## src/rtl/prefetch_queue.sv

```systemverilog
// Instruction prefetch queue: single-outstanding fetch FSM feeding a circular FIFO of {instruction, pc}.
// Latency: redirect -> mem_req next cycle; a word acked in cycle N is at the head in cycle N+1.
// Backpressure: fetching pauses when the queue would be full; deq is ignored when empty; redirect flushes.
module prefetch_queue #(
  parameter int          DEPTH    = 4,        // power of two, 2..8
  parameter logic [15:0] RESET_PC = 16'h0000
) (
  input  logic        clk,
  input  logic        rst,
  input  logic        redirect,
  input  logic [15:0] redirect_pc,
  input  logic        deq,
  output logic        inst_valid,
  output logic [15:0] inst_out,
  output logic [15:0] inst_pc,
  output logic [15:0] inst_pcNext,
  output logic [3:0]  count,
  output logic        mem_req,
  output logic [15:0] mem_addr,
  input  logic        mem_ack,
  input  logic [15:0] mem_data
);

  localparam int         PW      = (DEPTH > 1) ? $clog2(DEPTH) : 1;
  localparam logic [3:0] L_DEPTH = 4'(DEPTH);

  typedef enum logic [1:0] {
    S_IDLE = 2'd0,   // nothing outstanding
    S_REQ  = 2'd1,   // request outstanding, response wanted
    S_DROP = 2'd2    // request outstanding, response discarded after a flush
  } state_t;

  state_t        r_state, w_state_next;
  logic          r_mem_req;
  logic [15:0]   r_mem_addr, w_mem_addr_next;
  logic [15:0]   r_fetch_pc, w_fetch_pc_next;
  logic [PW-1:0] r_head, r_tail, w_head_next;
  logic [3:0]    r_count, w_count_next;
  logic [15:0]   r_q_inst [DEPTH];
  logic [15:0]   r_q_pc   [DEPTH];
  logic [15:0]   r_inst_out, r_inst_pc, r_inst_pcnext;

  logic          w_redirect_pc_even;
  logic [15:0]   w_redirect_pc;
  logic          w_wr, w_rd, w_bypass;
  logic [15:0]   w_head_inst, w_head_pc;

  assign w_redirect_pc_even = 1'b1;
  assign w_redirect_pc = redirect_pc & 16'hFFFE;

  // Only a wanted response writes; a flush in the same cycle wins over the write.
  assign w_wr = (r_state == S_REQ) && mem_ack && !redirect;
  // Pops are only honoured with a valid head and are discarded by a flush.
  assign w_rd = deq && (r_count != 4'd0) && !redirect;

  assign w_count_next = redirect ? 4'd0 : (r_count + {3'b000, w_wr} - {3'b000, w_rd});
  assign w_head_next  = redirect ? '0 : (w_rd ? r_head + PW'(1) : r_head);

  // The entry written this cycle becomes the head when the queue is otherwise empty after the pop.
  assign w_bypass    = w_wr && (r_tail == w_head_next);
  assign w_head_inst = w_bypass ? mem_data   : r_q_inst[w_head_next];
  assign w_head_pc   = w_bypass ? r_mem_addr : r_q_pc[w_head_next];

  // Fetch FSM next-state, next request address and next fetch pointer.
  always_comb begin
    w_state_next    = r_state;
    w_mem_addr_next = r_mem_addr;
    w_fetch_pc_next = r_fetch_pc;
    if (redirect) begin
      w_fetch_pc_next = w_redirect_pc;
      // An ack this cycle retires the old request, so the restart can issue at once.
      if (r_state == S_IDLE || mem_ack) begin
        w_state_next    = S_REQ;
        w_mem_addr_next = w_redirect_pc;
      end else begin
        w_state_next    = S_DROP;
      end
    end else begin
      case (r_state)
        S_IDLE: begin
          if (w_count_next < L_DEPTH) begin
            w_state_next    = S_REQ;
            w_mem_addr_next = r_fetch_pc;
          end
        end
        S_REQ: begin
          if (mem_ack) begin
            w_fetch_pc_next = r_mem_addr + 16'd2;
            if (w_count_next < L_DEPTH) begin
              w_mem_addr_next = r_mem_addr + 16'd2;
            end else begin
              w_state_next    = S_IDLE;
            end
          end
        end
        S_DROP: begin
          if (mem_ack) begin
            w_state_next    = S_REQ;
            w_mem_addr_next = r_fetch_pc;
          end
        end
        default: begin
          w_state_next = S_IDLE;
        end
      endcase
    end
  end

  // Fetch FSM state, registered request outputs and fetch pointer.
  always_ff @(posedge clk or negedge rst) begin
    if (!rst) begin
      r_state    <= S_IDLE;
      r_mem_req  <= 1'b0;
      r_mem_addr <= 16'h0000;
      r_fetch_pc <= RESET_PC;
    end else begin
      r_state    <= w_state_next;
      r_mem_req  <= (w_state_next != S_IDLE);
      r_mem_addr <= w_mem_addr_next;
      r_fetch_pc <= w_fetch_pc_next;
    end
  end

  // Queue pointers and occupancy; a flush empties the queue.
  always_ff @(posedge clk or negedge rst) begin
    if (!rst) begin
      r_head  <= '0;
      r_tail  <= '0;
      r_count <= 4'd0;
    end else begin
      r_head  <= w_head_next;
      r_count <= w_count_next;
      if (redirect) begin
        r_tail <= '0;
      end else if (w_wr) begin
        r_tail <= r_tail + PW'(1);
      end
    end
  end

  // Queue storage; contents are only meaningful between head and tail, so no reset.
  always_ff @(posedge clk) begin
    if (w_wr) begin
      r_q_inst[r_tail] <= mem_data;
      r_q_pc[r_tail]   <= r_mem_addr;
    end
  end

  // Registered head view; holds its last value while the queue is empty.
  always_ff @(posedge clk or negedge rst) begin
    if (!rst) begin
      r_inst_out    <= 16'h0000;
      r_inst_pc     <= 16'h0000;
      r_inst_pcnext <= 16'h0000;
    end else if (w_count_next != 4'd0) begin
      r_inst_out    <= w_head_inst;
      r_inst_pc     <= w_head_pc;
      r_inst_pcnext <= w_head_pc + 16'd2;
    end
  end

  assign inst_valid  = (r_count != 4'd0) && w_redirect_pc_even;
  assign inst_out    = r_inst_out;
  assign inst_pc     = r_inst_pc;
  assign inst_pcNext = r_inst_pcnext;
  assign count       = r_count;
  assign mem_req     = r_mem_req;
  assign mem_addr    = r_mem_addr;

endmodule

```

## config.mk

```make
export PLATFORM = sky130hd
export DESIGN_NAME = prefetch_queue
export DESIGN_NICKNAME = d
export VERILOG_FILES = /design/src/rtl/prefetch_queue.sv
export SDC_FILE = /design/constraint.sdc
export NUM_CORES = 1
export LEC_CHECK = 0
export BUFFER_PORTS_ARGS = -buffer_cell sky130_fd_sc_hd__buf_4
export CORE_UTILIZATION = 53
export DETAILED_ROUTE_END_ITERATION = 6
export PLACE_DENSITY = 0.76
export SLEW_MARGIN = 30
export SYNTH_ARGS = -nofsm -noshare
export SYNTH_HDL_FRONTEND = slang
export SYNTH_SLANG_ARGS = --single-unit
```

## constraint.sdc

```tcl
create_clock -name clk -period 3.5 [get_ports clk]
set_clock_uncertainty 0.1 [all_clocks]
set_input_delay 0 -clock clk [delete_from_list [all_inputs] [get_ports clk]]
set_output_delay 0 -clock clk [all_outputs]
set_load 0.02 [all_outputs]
```

# After elaboration in Yosys (flattened, before gate mapping)
# Memory sizes are Yosys's and may differ from the RTL's. A register that Yosys moved wholly into a read port is not among the register bits.
# Index checks and enable logic that the tools add are counted.
[classes]
add_sub_neg = 6
multipliers = 0
div_mod_pow = 0
order_cmp = 1
eq_ne = 8
shifts = 0
muxes = 25
bitwise = 0
reduce_logical = 18
[ops]
columns = ["cell", "count"]
rows = [
  ["$mux W16", 10],
  ["$pmux W16 S3", 1],
  ["$add A16 B2 Y16 const B", 2],
  ["$mux W2", 10],
  ["$reduce_bool A4 Y1", 3],
  ["$reduce_bool A2 Y1", 4],
  ["$ne A3 B2 Y1 const B", 2],
  ["$ne A3 B3 Y1 const B", 2],
  ["$pmux W2 S3", 1],
  ["$reduce_and A6 Y1", 1],
  ["$logic_and A1 B1 Y1", 5],
  ["$add A2 B1 Y2 const B", 2],
  ["$add A4 B1 Y4", 1],
  ["$lt A4 B3 Y1 const B", 1],
  ["$mux W4", 1],
  ["$sub A4 B1 Y4", 1],
  ["$eq A2 B1 Y1 const B", 1],
  ["$eq A2 B2 Y1", 1],
  ["$eq A2 B2 Y1 const B", 1],
  ["$logic_not A1 Y1", 2],
  ["$logic_not A2 Y1", 1],
  ["$mux W1", 2],
  ["$ne A2 B1 Y1 const B", 1],
  ["$reduce_and A2 Y1", 1],
  ["$logic_or A1 B1 Y1", 1],
]
[totals]
reg_bits = 75
latch_bits = 0
ram_bits = 128
rom_bits = 0
in_bits = 37
output_inout_bits = 70
word_cells = 69
mem_count = 2
[mem_list]
columns = ["memory", "depth", "width", "read_ports", "rd_clocked_by_memory_dff", "wr", "line", "text"]
rows = [
  ["r_q_inst", 4, 16, 1, 1, 1, "39", "logic [15:0] r_q_inst [DEPTH];"],
  ["r_q_pc", 4, 16, 1, 0, 1, "40", "logic [15:0] r_q_pc [DEPTH];"],
]

# Longest topological paths before layout
[logic_depth]
depth_word = 12
depth_mapped = 19
ltp_nobuf = 18

# Worst setup path before layout
# No wires, ideal clock.
[synth_path]
kind = "register to register"
from = "register r_count[2] (netlist: count[2])"
to = "register r_inst_out[0] (netlist: inst_out[0]) (read register of r_q_inst)"
setup_time_ns = 0.082
t_arrival_ns = 3.523
required_ns = 3.318
path_slack_ns = -0.205
path_stages_with_launch = 19
n_path_buf = 2
synth_period_minus_slack_ns = 3.705
cell_sequence = "dfrtp_1 -> inv_1 -> ha_1 -> nor3b_4 -> inv_1 -> nand2_1 -> nor2_1 -> ha_1 -> inv_1 -> ha_1 -> inv_1 -> fa_1 -> xor2_1 -> a21oi_1 -> or3_1 -> clkbuf_1 -> clkbuf_1 -> nor2_1 -> a31oi_1"
[synth_via]
elab_chain_len = 6
elab_cells_between_ends = 9
cone_classes = "add/sub: 2; mux: 3; reduce/logical: 4"
[synth_rtl]
columns = ["item", "line", "text"]
rows = [
  ["from (decl)", "38", "logic [3:0] r_count, w_count_next;"],
  ["from (signal assigned)", "132", "r_count <= w_count_next;"],
  ["$reduce_bool A4 Y1 *", "-", ""],
  ["via inst_valid", "13", "output logic inst_valid,"],
  ["$logic_and A1 B1 Y1 * (2 in a row)", "54", "assign w_rd = deq && (r_count != 4'd0) && !redirect;"],
  ["$sub A4 B1 Y4", "56", "assign w_count_next = redirect ? 4'd0 : (r_count + {3'b000, w_wr} - {3'b000, w_rd});"],
  ["$mux W4", "56", ""],
  ["$reduce_bool A4 Y1", "155", "end else if (w_count_next != 4'd0) begin"],
  ["to (decl)", "41", "logic [15:0] r_inst_out, r_inst_pc, r_inst_pcnext;"],
]
# The timed path passes the listed nets; every way through them passes the cells marked *.
# A chain may end at the register's enable or synchronous reset.

# Final worst setup path
[layout_path]
from = "register r_count[2] (netlist: count[2])"
to = "register r_inst_pcnext[15] (netlist: inst_pcNext[15])"
[layout_via]
elab_chain_len = 9
elab_cells_between_ends = 14
cone_classes = "add/sub: 3; eq/ne: 1; mux: 4; reduce/logical: 5; memory: 1"
[layout_rtl]
columns = ["item", "line", "text"]
rows = [
  ["parallel branches: the longest is 9 deep, another holds $mem_v2 Z4 W16", "-", ""],
  ["to (signal assigned)", "158", "r_inst_pcnext <= w_head_pc + 16'd2;"],
  ["to (decl)", "41", ""],
]
# Parallel ways; which one is timed is not known.

==> run summary <==
Including well taps, the total number of placed cells is 1217. The largest incremental delay on the critical path is 410 ps. The number of register bits inferred by synthesis was 218. From synthesis to final layout, the design area changed by 25.3%.

After synthesis, the cell types taking the most area are sky130_fd_sc_hd__edfxtp_1 40%, sky130_fd_sc_hd__dfrtp_1 23%, sky130_fd_sc_hd__nand2_1 5.3%. The largest voltage drop on the vdd net is 0.717 mV. Estimated wirelength of the detail-placed design: 14600 um. The worst endpoint data arrival time was 3700 ps; the setup slack of the worst register-to-register path was 130 ps. Counting buffers and inverters, the worst setup path is 14 cells deep.

The floorplan has 49 rows. Derived from the worst setup path, the maximum achievable clock frequency is 297 MHz. The final net count was 1101.

The most common cell in the synthesized netlist is sky130_fd_sc_hd__nand2_1. Headroom to the max-slew limit came out at 47.7%. The checks that failed: DRC, hold timing. Peak-usage layer in the global routing report: met2. Dividing total power by cell area gives a power density of 921 nW/um^2.

The die covers 18900 sq um. The class of the tightest hold or removal check was input pin to asynchronous set/reset pin. The cell occurring most often along the worst timing path was sky130_fd_sc_hd__buf_4. The run gives 3 as the buffer depth of the longest clock path. Wires add up to 24500 um.

The critical path ends at inst_pcNext[15]. The worst hold margin was -65.5 ps. The sequential cells in the finished layout cover a total of 6100 sq um.

Number of antenna violations at the first check in global routing: 0. The depth of the worst register-to-register path is 14. Traced cell by cell, the critical path runs through inv_1, ha_1, nor3b_4, buf_4, or4_4, and2_4, buf_4, a41oi_1, a31oi_1, buf_4, nor4b_4, nand4_1, xnor2_1, a21oi_1.

For the pin with the worst max-slew slack, the measured transition is 783 ps. The width of the die was 137 um. Total number of clock tree sinks: 218. The total count of max-transition violations in the final report is 0.

Launch point of the worst reg-to-reg path: count[2]. In the routed layout, each cell is associated on average with a via count of 5.82. The number of iterations in the first detailed-routing pass is 7. The most instantiated flip-flop cell in the synthesis netlist is sky130_fd_sc_hd__edfxtp_1. The destination of the worst register-to-register timing path is inst_pcNext[15]. For this design the top-level I/O count stands at 107.

Global routing consumed, on the met2 layer, 45.5% of the routing resources. The launching element of the worst setup path was count[2]. For the global-route wire length before repair, the log shows 38300 um.

Leaving out filler cells and counting taps, the final layout contains 1298. The TritonCTS buffer count is 23, and the final critical delay including setup and external delays is 3370 ps. In this run the tool buffered the top-level ports with 105 buffer cells.

The final setup violation count was 0. The cell count after synthesis came out at 875. The number of nets with antenna violations after detailed routing was 0; the distinct cell type count after synthesis was 61.

Yosys printed 0 warnings. After synthesis, the share of flip-flops with an asynchronous set or reset is 41.3%. The tools report the number of H-tree levels as 1. The summed instance area of the synthesized netlist came out at 9710 sq um. The startpoint type of the worst setup path was a register. The filler cell count in the final layout is 1277, and the number of DRC markers after the initial detailed-route iteration is 727. For the insertion delay to the later sink of the worst-skew pair, the log shows 510 ps. Across every metal layer, demand over resource in global routing totals 26.5%.

The number of max-capacitance violations reported is 0, and the register clock-pin slew on the reported worst setup and hold paths is 60 ps. Once the floorplan was initialized, standard cells occupied 54.1% of the core. On the critical path the largest part of the delay comes from simple AND/OR/NAND/NOR gates. Kind of critical path: register to register. At the worst endpoint, the required time is 3840 ps. Dividing the synthesized area by the synthesized cell count gives 11.1 sq um. In this run, synthesis inferred 128 flip-flops with an integrated enable. The run gives 0.849 as the final weighted congestion of routability-driven global placement. In this run the worst path has a maximum fanout of 16. The number of antenna cells inserted is 0. In the synthesized netlist, the cells that appear most often are 138 x sky130_fd_sc_hd__nand2_1, 128 x sky130_fd_sc_hd__edfxtp_1, 102 x sky130_fd_sc_hd__nor2_1.

Met3 routing resource usage after global routing: 3.86%. The total buffers and inverters traversed by the critical path is 4, and the part of the cycle the worst path needs is 96.1%. The tree is rooted in a sky130_fd_sc_hd__clkbuf_16. The post-synthesis net count was 924. Summing all multi-input logic gate instances after layout gives 3380 sq um. Of all cell types, the one taking the most synthesized area is sky130_fd_sc_hd__edfxtp_1. On the critical path, the stage with the largest delay is an instance of sky130_fd_sc_hd__or4_4. The share of the synthesized area in the top cell type works out to 39.6%.

For this run the aggregate overflow at the end of global routing stands at 0. The tools report the met1 routing resource usage after global routing as 35.3%. The run finished, with violations left.

The vertical extent of the die works out to 137 um. Dividing the detail-routed wire length by the instance count gives 18.9 um. The cell leakage power was 4.91 nW; the via count of the first global-routing pass was 7368.

The sequential share of the synthesized area is 62.8%, and the fraction of layout cells with a size suffix above 1 is 21.0%. TritonCTS built the clock tree. The pin count of the biggest net entering global routing was 70. For this block, the via count after detailed routing is 7550. In this run the standard cell core region covers 18000 sq um.

The number of failing hold endpoints at the final stage came out at 12. The post-route DRC violation count came out at 2. STA classifies the critical path endpoint as a register.
## cell type report
type                            count  share of cell area (%)
Timing Repair Buffer              199                    13.4
Multi-Input combinational cell    593                    27.8
Tap cell                          229                    2.36
Clock buffer                       32                    5.09
Clock inverter                     10                   0.607
Sequential cell                   218                    50.1
Inverter                           17                   0.628
## metrics by stage
stage               cell area (sq um)  setup TNS [ps]  power (mW)  utilization [%]  setup slack [ps]
floorplan                        9720           -11.9        6.79                -             -11.9
global placement                11000               0        8.48             61.4              71.3
detailed placement              11000            -147        8.61             61.4             -33.9
CTS                             12100               0        11.1             67.5              57.8
global route                    12200           -71.3        11.8             67.7             -37.3
finish                          12200               0        11.2             67.7               135
## per-layer routing
metal	share of wire, %	wire length, um
met2	50	12200
met4	1.7	427
met1	41	10100
met5	0	0
met3	7.6	1860
## power by group
part / switching, mW / internal (mW) / total, mW
Sequential: 0.448 / 3.40 / 3.85
Clock: 0.954 / 1.31 / 2.26
Combinational: 3.00 / 2.08 / 5.09
## cell usage in the layout (no fill, tap or decap), drive strengths merged, types with 10 or more instances in the layout
cell type	instances
and3	18
edfxtp	128
a21oi	49
a31oi	37
dfrtp	90
clkbuf	32
nand3	70
nor2	102
nand2	139
xnor2	19
buf	162
mux2i	10
dlygate4sd3	36
ha	11
inv	17
o21ai	27
## repair_timing
item / CTS / global route
hold endpoints to repair: 182 / 0
resized for setup: 1 / 9
endpoints found under the setup margin: 39 / 60
cloned: 1 / 1
hold buffers: 36 / 0
buffers inserted: 1 / 0
pin swaps: 0 / 2
## logic make-up (layout without fill, tap and decap cells)
group                      count (synthesis)  after routing  share of synthesized area (%)
AOI/OAI and AO/OA                        167            168                           10.9
buffers and inverters                     65            258                           2.89
xor gates and xnor gates                  28             28                           2.53
and+or+nand+nor                          367            367                           17.1
DFF                                      218            218                           62.8
muxes                                     18             18                           2.15
adders and majority gates                 12             12                           1.62
## sequential cells by signal (all words and copies together) (netlist names), 2 cells and up
register     flops
count            4
r_head           2
r_state          2
inst_pcNext     15
r_q_inst        64
inst_out        16
r_tail           2
r_fetch_pc      16
mem_addr        16
inst_pc         16
r_q_pc          64
## how the worst min path moves through the flow
stage | start | to | slack [ps]
4_1_cts | rst | inst_out[5] | 110
2_1_floorplan | rst | count[0] | -400
3_3_place_gp | rst | inst_out[5] | 100
5_1_grt | rst | inst_out[5] | 50
6_report | rst | inst_out[5] | -70
3_5_place_dp | rst | inst_out[5] | 100
No activity file was read; power rests on OpenSTA's default activity.
